### config.mk
export PLATFORM = sky130hd
export DESIGN_NAME = edulent_memory
export DESIGN_NICKNAME = d
export VERILOG_FILES = /design/src/rtl/edulent_mem_pkg.sv /design/src/rtl/edulent_ram.sv /design/src/rtl/edulent_memory.sv
export SDC_FILE = /design/constraint.sdc
export NUM_CORES = 2
export LEC_CHECK = 0
export CAP_MARGIN = 20
export CORE_ASPECT_RATIO = 1.75
export CORE_MARGIN = 5
export CORE_UTILIZATION = 30
export DETAILED_ROUTE_END_ITERATION = 12
export GPL_TIMING_DRIVEN = 0
export SKIP_LAST_GASP = 1
export SLEW_MARGIN = 5
export SYNTH_ARGS = -nofsm -noshare
export SYNTH_HDL_FRONTEND = slang
export SYNTH_HIERARCHICAL = 1
export SYNTH_SLANG_ARGS = --single-unit
### constraint.sdc
create_clock -name i_clk -period 12.8 [get_ports i_clk]
set_clock_uncertainty 0.2 [all_clocks]
set_input_delay 1.28 -clock i_clk [delete_from_list [all_inputs] [get_ports i_clk]]
set_output_delay 1.28 -clock i_clk [all_outputs]
set_load 0.02 [all_outputs]
### src/rtl/edulent_mem_pkg.sv
// Shared widths, loader FSM state encoding and constants for the edulent memory responder.
package edulent_mem_pkg;

    localparam int ADDR_W_DEF = 8;
    localparam int DATA_W_DEF = 8;

    typedef enum logic [1:0] {
        ST_BOOT = 2'd0,
        ST_LOAD = 2'd1,
        ST_RUN  = 2'd2
    } mem_state_t;

    // A requested load length of zero means "fill the whole memory".
    localparam logic [ADDR_W_DEF-1:0] LOAD_LEN_FULL = '0;

endpackage : edulent_mem_pkg

### src/rtl/edulent_ram.sv
// Simple dual-port RAM: one write port, one registered read port, read-first on address collision.
module edulent_ram
    import edulent_mem_pkg::*;
#(
    parameter int ADDR_W = ADDR_W_DEF,
    parameter int DATA_W = DATA_W_DEF
) (
    input  logic              i_clk,
    input  logic              i_rstn,
    input  logic              i_we,
    input  logic [ADDR_W-1:0] i_waddr,
    input  logic [DATA_W-1:0] i_wdata,
    input  logic [ADDR_W-1:0] i_raddr,
    output logic [DATA_W-1:0] o_rdata
);

    localparam int DEPTH = 2 ** ADDR_W;

    logic [DATA_W-1:0] r_mem [0:DEPTH-1];
    logic [DATA_W-1:0] r_rdata;

    // NOTE: the array has no reset so it maps onto block RAM; only the output register is reset.
    always_ff @(posedge i_clk) begin
        if (i_we) begin
            r_mem[i_waddr] <= i_wdata;
        end
    end

    // NOTE: non-blocking assignment samples the pre-write contents, which gives read-first behaviour.
    always_ff @(posedge i_clk or negedge i_rstn) begin
        if (!i_rstn) begin
            r_rdata <= '0;
        end else begin
            r_rdata <= r_mem[i_raddr];
        end
    end

    assign o_rdata = r_rdata;

endmodule : edulent_ram

### src/rtl/edulent_memory.sv
// Memory responder with boot loader FSM holding the CPU in reset during program load.
// Optional: define EDULENT_LOAD_CHECKSUM_EN to add o_load_checksum (mod-256 sum of loaded bytes).
module edulent_memory
    import edulent_mem_pkg::*;
#(
    parameter int ADDR_W = ADDR_W_DEF,
    parameter int DATA_W = DATA_W_DEF
) (
    input  logic              i_clk,
    input  logic              i_rstn,
    input  logic [ADDR_W-1:0] i_mem_addr,
    input  logic              i_mem_write_enable,
    input  logic [DATA_W-1:0] i_mem_data_write,
    output logic [DATA_W-1:0] o_mem_data_read,
    input  logic              i_load_start,
    input  logic [ADDR_W-1:0] i_load_len,
    input  logic              i_load_valid,
    input  logic [DATA_W-1:0] i_load_data,
    output logic              o_load_ready,
    output logic              o_load_done,
`ifdef EDULENT_LOAD_CHECKSUM_EN
    output logic [DATA_W-1:0] o_load_checksum,
`endif
    output logic              o_cpu_rstn
);

    localparam int                DEPTH      = 2 ** ADDR_W;
    localparam logic [ADDR_W:0]   FULL_COUNT = (ADDR_W + 1)'(DEPTH);

    mem_state_t        r_state;
    logic [ADDR_W-1:0] r_ptr;
    logic [ADDR_W:0]   r_count;
    logic              r_load_done;

    logic              w_start;
    logic              w_load_hs;
    logic              w_cpu_we;
    logic              w_ram_we;
    logic [ADDR_W-1:0] w_ram_waddr;
    logic [DATA_W-1:0] w_ram_wdata;

    assign w_start   = i_load_start && (r_state != ST_LOAD);
    assign w_load_hs = i_load_valid && (r_state == ST_LOAD);
    assign w_cpu_we  = i_mem_write_enable && (r_state == ST_RUN);

    // Loader and CPU never write in the same state, so a simple mux suffices.
    assign w_ram_we    = w_load_hs || w_cpu_we;
    assign w_ram_waddr = (r_state == ST_LOAD) ? r_ptr : i_mem_addr;
    assign w_ram_wdata = (r_state == ST_LOAD) ? i_load_data : i_mem_data_write;

    always_ff @(posedge i_clk or negedge i_rstn) begin
        if (!i_rstn) begin
            r_state     <= ST_BOOT;
            r_ptr       <= '0;
            r_count     <= '0;
            r_load_done <= 1'b0;
        end else begin
            r_load_done <= 1'b0;
            case (r_state)
                ST_BOOT, ST_RUN: begin
                    if (i_load_start) begin
                        r_state <= ST_LOAD;
                        r_ptr   <= '0;
                        r_count <= (i_load_len == ADDR_W'(LOAD_LEN_FULL)) ? FULL_COUNT
                                                                          : {1'b0, i_load_len};
                    end
                end
                ST_LOAD: begin
                    if (i_load_valid) begin
                        r_ptr   <= r_ptr + ADDR_W'(1);
                        r_count <= r_count - (ADDR_W + 1)'(1);
                        if (r_count == (ADDR_W + 1)'(1)) begin
                            r_state     <= ST_RUN;
                            r_load_done <= 1'b1;
                        end
                    end
                end
                default: r_state <= ST_BOOT;
            endcase
        end
    end

`ifdef EDULENT_LOAD_CHECKSUM_EN
    logic [DATA_W-1:0] r_load_checksum;

    always_ff @(posedge i_clk or negedge i_rstn) begin
        if (!i_rstn) begin
            r_load_checksum <= '0;
        end else if (w_start) begin
            r_load_checksum <= '0;
        end else if (w_load_hs) begin
            r_load_checksum <= r_load_checksum + i_load_data;
        end
    end

    assign o_load_checksum = r_load_checksum;
`endif

    edulent_ram #(
        .ADDR_W(ADDR_W),
        .DATA_W(DATA_W)
    ) u_ram (
        .i_clk  (i_clk),
        .i_rstn (i_rstn),
        .i_we   (w_ram_we),
        .i_waddr(w_ram_waddr),
        .i_wdata(w_ram_wdata),
        .i_raddr(i_mem_addr),
        .o_rdata(o_mem_data_read)
    );

    assign o_load_ready = (r_state == ST_LOAD);
    assign o_load_done  = r_load_done;
    assign o_cpu_rstn   = (r_state == ST_RUN);

endmodule : edulent_memory

# Word level (Yosys, flattened, before mapping)
# Memories as Yosys holds them, arrays and structs flattened. A register that Yosys moved wholly into a read port is not among the register bits.
# Index checks and enable logic that the tools add are counted.
# classes
n_mux,18
eq_ne,6
n_addsub,2
n_reduce_logical,10
# op_table
op,count
$mux 8,4
$mux 9,3
$pmux 9 s2,1
$pmux 8 s2,1
$eq 9x1->1 const B,1
$sub 9x1->9 const B,1
$add 8x1->8 const B,1
$logic_not 8->1,1
$mux 2,3
$reduce_and 3->1,2
$mux 1,5
$ne 2x2->1 const B,2
$pmux 2 s2,1
$eq 2x1->1 const B,1
$eq 2x2->1 const B,1
$logic_and 1x1->1,2
$logic_not 2->1,1
$ne 2x1->1 const B,1
$reduce_bool 2->1,1
$reduce_or 2->1,1
$logic_not 1->1,1
$logic_or 1x1->1,1
# totals
register_bits,20
in_bits,37
ram_bits,2048
n_memories,1
out_inout_bits,11
# mem_list
name,depth,width,rd,rd_ports_with_merged_regs,write_ports,line_no,rtl
u_ram.r_mem,256,8,1,1,1,edulent_ram.sv:19,logic [DATA_W-1:0] r_mem [0:DEPTH-1];

# Longest topological paths before layout
# depth
ltp_word,5
ltp_mapped,12
ltp_nobuf,8

# By module
# Netlist, hierarchy kept.
# modules_own_cells
module,n_inst,cells_each,area_each_um2
edulent_ram,1,3795,80038.0
edulent_memory,1,178,1300.0

# Least setup slack after synthesis
# OpenSTA, ideal clock, no wires.
# synth_path
kind,input-to-reg
startpoint,input port i_load_data[7]
endpoint,memory u_ram/r_mem[0][7] (netlist bit) (data pin)
path_stages,2
arrival_time_ns,4.376
path_slack_ns,7.401
path_buffers,0
required_ns,11.777
path_cell_list,nand2_1 > nand2_1
# synth_between
elab_chain_cells,1
# synth_rtl
element,line_no,rtl
"start, declared",edulent_memory.sv:18,"input logic [DATA_W-1:0] i_load_data,"
$mux 8,edulent_memory.sv:49,assign w_ram_wdata = (r_state == ST_LOAD) ? i_load_data : i_mem_data_write;
net w_ram_wdata[7],edulent_memory.sv:40,logic [DATA_W-1:0] w_ram_wdata;
"end, declared",edulent_ram.sv:19,
# The timed path passes the listed nets, and every way through them passes these cells.

==> results.md <==
- Num rows: 253
- Design area: 93100 um^2
- Min-Delay Path Class: register to register
- Die Width: 404 um
- 1st-pass router iterations: 8
- Final Routed Wirelength: 276000 um
- I/O Pins: 48
- GRT Total Usage: 19.1%
- Final Util: 34.4%
- Cells on worst reg2reg path: 11
- Core region area: 271000 um^2
- WS Path Type: input pin to register
- Outcome: finished clean
- Synthesized instance count: 3973
- TritonCTS clock tree: done
- Crit path arrival time: 7.13 ns
- Placer Congestion: 0.979
- Worst-Margin Slew: 1.36 ns
- First-pass GRT wire length: 371000 um
- Layout cells sized above 1: 21.2%
- Max clock buf depth: 4
- Total number of vias: 43025
- Placed Area: 87400 um^2
- Crit-path cells: clkdlybuf4s50_1, buf_16, buf_2, buf_2, clkbuf_1, buf_8, buf_2, nand3_1, a2111oi_0, nor4_1
- Crit path depth: 10
- Critical path buffers and inverters: 7
- Syn avg cell area: 20.5 um^2
- Leading area contributor after synthesis: edfxtp_1
- Final period utilization: 52.7%
- CTS buffer count: 172
- DR iter-0 viols: 5191
- Residual DRC: 0
- Clk_lat worst skew: 0.85 ns
- Critical path required time: 13.18 ns
- Slew headroom: 8.71%
- Post-CTS setup buffers: 0
- Critical path's largest stage delay: 1.27 ns
- Post-synth top area share: 75.6%
- RSZ-0062 raised after global routing: no
- Number of flops mapped to enable cells by yosys: 2048
- # clock sinks: 2076
- Max Transition Viols Final: 0
- Crit path capture type: register
- Final setup fails: 0
- Post-synthesis sequential area ratio: 76.5%
- Die height: 699 um
- Critical path peak fanout: 11
- Power per cell area: 164 nW/um^2
- # port buffers: 47
- Most used flip-flop cell after synthesis: edfxtp_1
- Maximum clock rate: 0.148 GHz
- Synthesis-to-finish area growth: 14.5%
- Fill count: 25051
- Cells taking the most area after synthesis: edfxtp_1 (76%), mux4_2 (12%), mux2i_1 (2.0%)
- Kind of cell adding the most delay to the critical path: buffers and inverters
- Antenna violations before repair: 13
- CP Launch Type: input pin
- Max H-tree Level: 4
- Post_cts resized: 0
- Asr flop ratio synth: 1.35%
- Reg clk slew, reported paths: 0.07 ns
- Post-CTS Hold Fix Bufs: 0
- Pin count of the biggest net entering global routing: 95
- Leak pwr: 28.4 nW
- Max-cap viol count: 0
- Initial Util: 30.1%
- Final Hold Viols: 0
- FF+latch count, synth: 2076
- Worst hold stages: 2
- Number of synthesis warnings: 6
- Setup TNS: 0 ns
- IR drop worst, VDD: 0.0899 mV
- Via density: 5.39
- Nets: 4290
- Post-route minimum period: 6.75 ns
- Die ar.: 282000 um^2
- WL per Instance: 34.6 um
- Detailed placement HPWL: 197000 um
- Synthesized cell area: 81300 um^2
- Synth unique cells: 68
- CP most frequent cell: buf_2
- Grt ovf: 0
- Vias in the first global route: 43561
- Post-route ant nets: 0
- Slowest cell on crit path: a2111oi_0
- Net Count, Synth: 4013
- Total chip power: 0.0153 W
- Root Driver: clkbuf_16
## synth_stat cells, types with 15 or more instances
cell type	count
mux2_2	15
o22ai_1	36
buf_1	17
a22oi_1	93
o21ai_0	15
mux2i_1	160
buf_6	30
mux4_2	445
nor2_1	291
a31oi_1	15
clkbuf_1	115
buf_2	42
buf_4	15
nand3_1	47
dfrtp_1	28
edfxtp_1	2048
a221oi_1	21
nand2_1	142
buf_12	15
nor2b_1	33
a22o_1	19
nand4_1	21
nor4_1	18
a21oi_1	87
o221ai_1	36
nor3_1	17
## worst min-delay path: cells and delay by family (launching register included)
family | cells | cell delay [ns]
DFF | 1 | 0.37
AOI/OAI and AO/OA | 1 | 0.06
buffers and inverters | 1 | 0.05
## cells in the final DEF, fill, tap and decap left out, types with 46 or more instances in the layout
| master | count |
|---|---|
| a21oi_1 | 87 |
| a22oi_1 | 93 |
| clkbuf_1 | 126 |
| clkbuf_16 | 173 |
| clkdlybuf4s50_1 | 47 |
| diode_2 | 46 |
| edfxtp_1 | 2048 |
| mux2i_1 | 160 |
| mux4_2 | 445 |
| nand2_1 | 134 |
| nand3_1 | 47 |
| nor2_1 | 291 |
## layout make-up
cell class / instances / area [um^2] / area share [%]
Sequential cell: 2076 / 62200 / 66.8
Tap cell: 3570 / 4470 / 4.80
Multi-Input combinational cell: 1646 / 17600 / 18.9
Clock buffer: 207 / 4480 / 4.81
Timing Repair Buffer: 103 / 1600 / 1.72
Clock inverter: 89 / 1010 / 1.08
Antenna cell: 46 / 115 / 0.124
Buffer: 244 / 1630 / 1.75
Inverter: 7 / 26.3 / 0.0282
## per-stage QoR
| step | setup WS [ns] | cells | hold WS (ns) |
|---|---|---|---|
| final | 6.05 | 7988 | 0.318 |
| after global routing | 6.22 | 7972 | 0.327 |
| after CTS | 6.47 | 7935 | 0.319 |
| after detailed placement | 5.62 | 7639 | 0.311 |
| after global placement | 2.69 | 7590 | 0.306 |
| after floorplan | 7.40 | 3973 | 0.277 |
## flip-flops by register name, indices dropped and copies added (netlist names)
| name | count |
|---|---|
| o_load_done | 1 |
| u_ram/o_rdata | 8 |
| r_ptr | 8 |
| r_count | 9 |
| r_state | 2 |
| u_ram/r_mem | 2048 |
## worst paths after layout
path,start,endpoint,slack (ns)
worst max-delay path,i_mem_addr[4],u_ram/o_rdata[3],6.05
worst min-delay path,r_count[8],r_count[8],0.32
min in group asynchronous,i_rstn,u_ram/o_rdata[5],0.64
worst max register to register,r_state[0],u_ram/r_mem[55][5],6.76
max in group asynchronous,i_rstn,r_count[7],11.25
worst min register to register,r_count[8],r_count[8],0.32
## cells by family after synthesis
group / count (synthesis) / share of synthesized area, %
AOI/OAI and AO/OA: 396 / 3.46
xor gates and xnor gates: 5 / 0.0538
adders and majority gates: 3 / 0.0462
buffers and inverters: 251 / 2.00
DFF: 2076 / 76.5
muxes: 621 / 14.5
and+or+nand+nor: 621 / 3.44
## layer usage
metal | share of wire, % | vias to the layer above | global-route usage [%]
li1 | - | 17041 | -
met1 | 29 | 22683 | 18.0
met2 | 52 | 2402 | 34.0
met3 | 7.3 | 895 | 3.76
met4 | 12 | 4 | 18.7
met5 | 0.0098 | - | 0
## where the power goes
| group | switching, W | leakage [nW] | internal [W] |
|---|---|---|---|
| Clock | 0.00241 | 2.65 | 0.00292 |
| Combinational | 0.00150 | 7.02 | 0.000451 |
| Sequential | 0.0000483 | 18.8 | 0.00798 |
No activity file was read; power rests on OpenSTA's default activity.
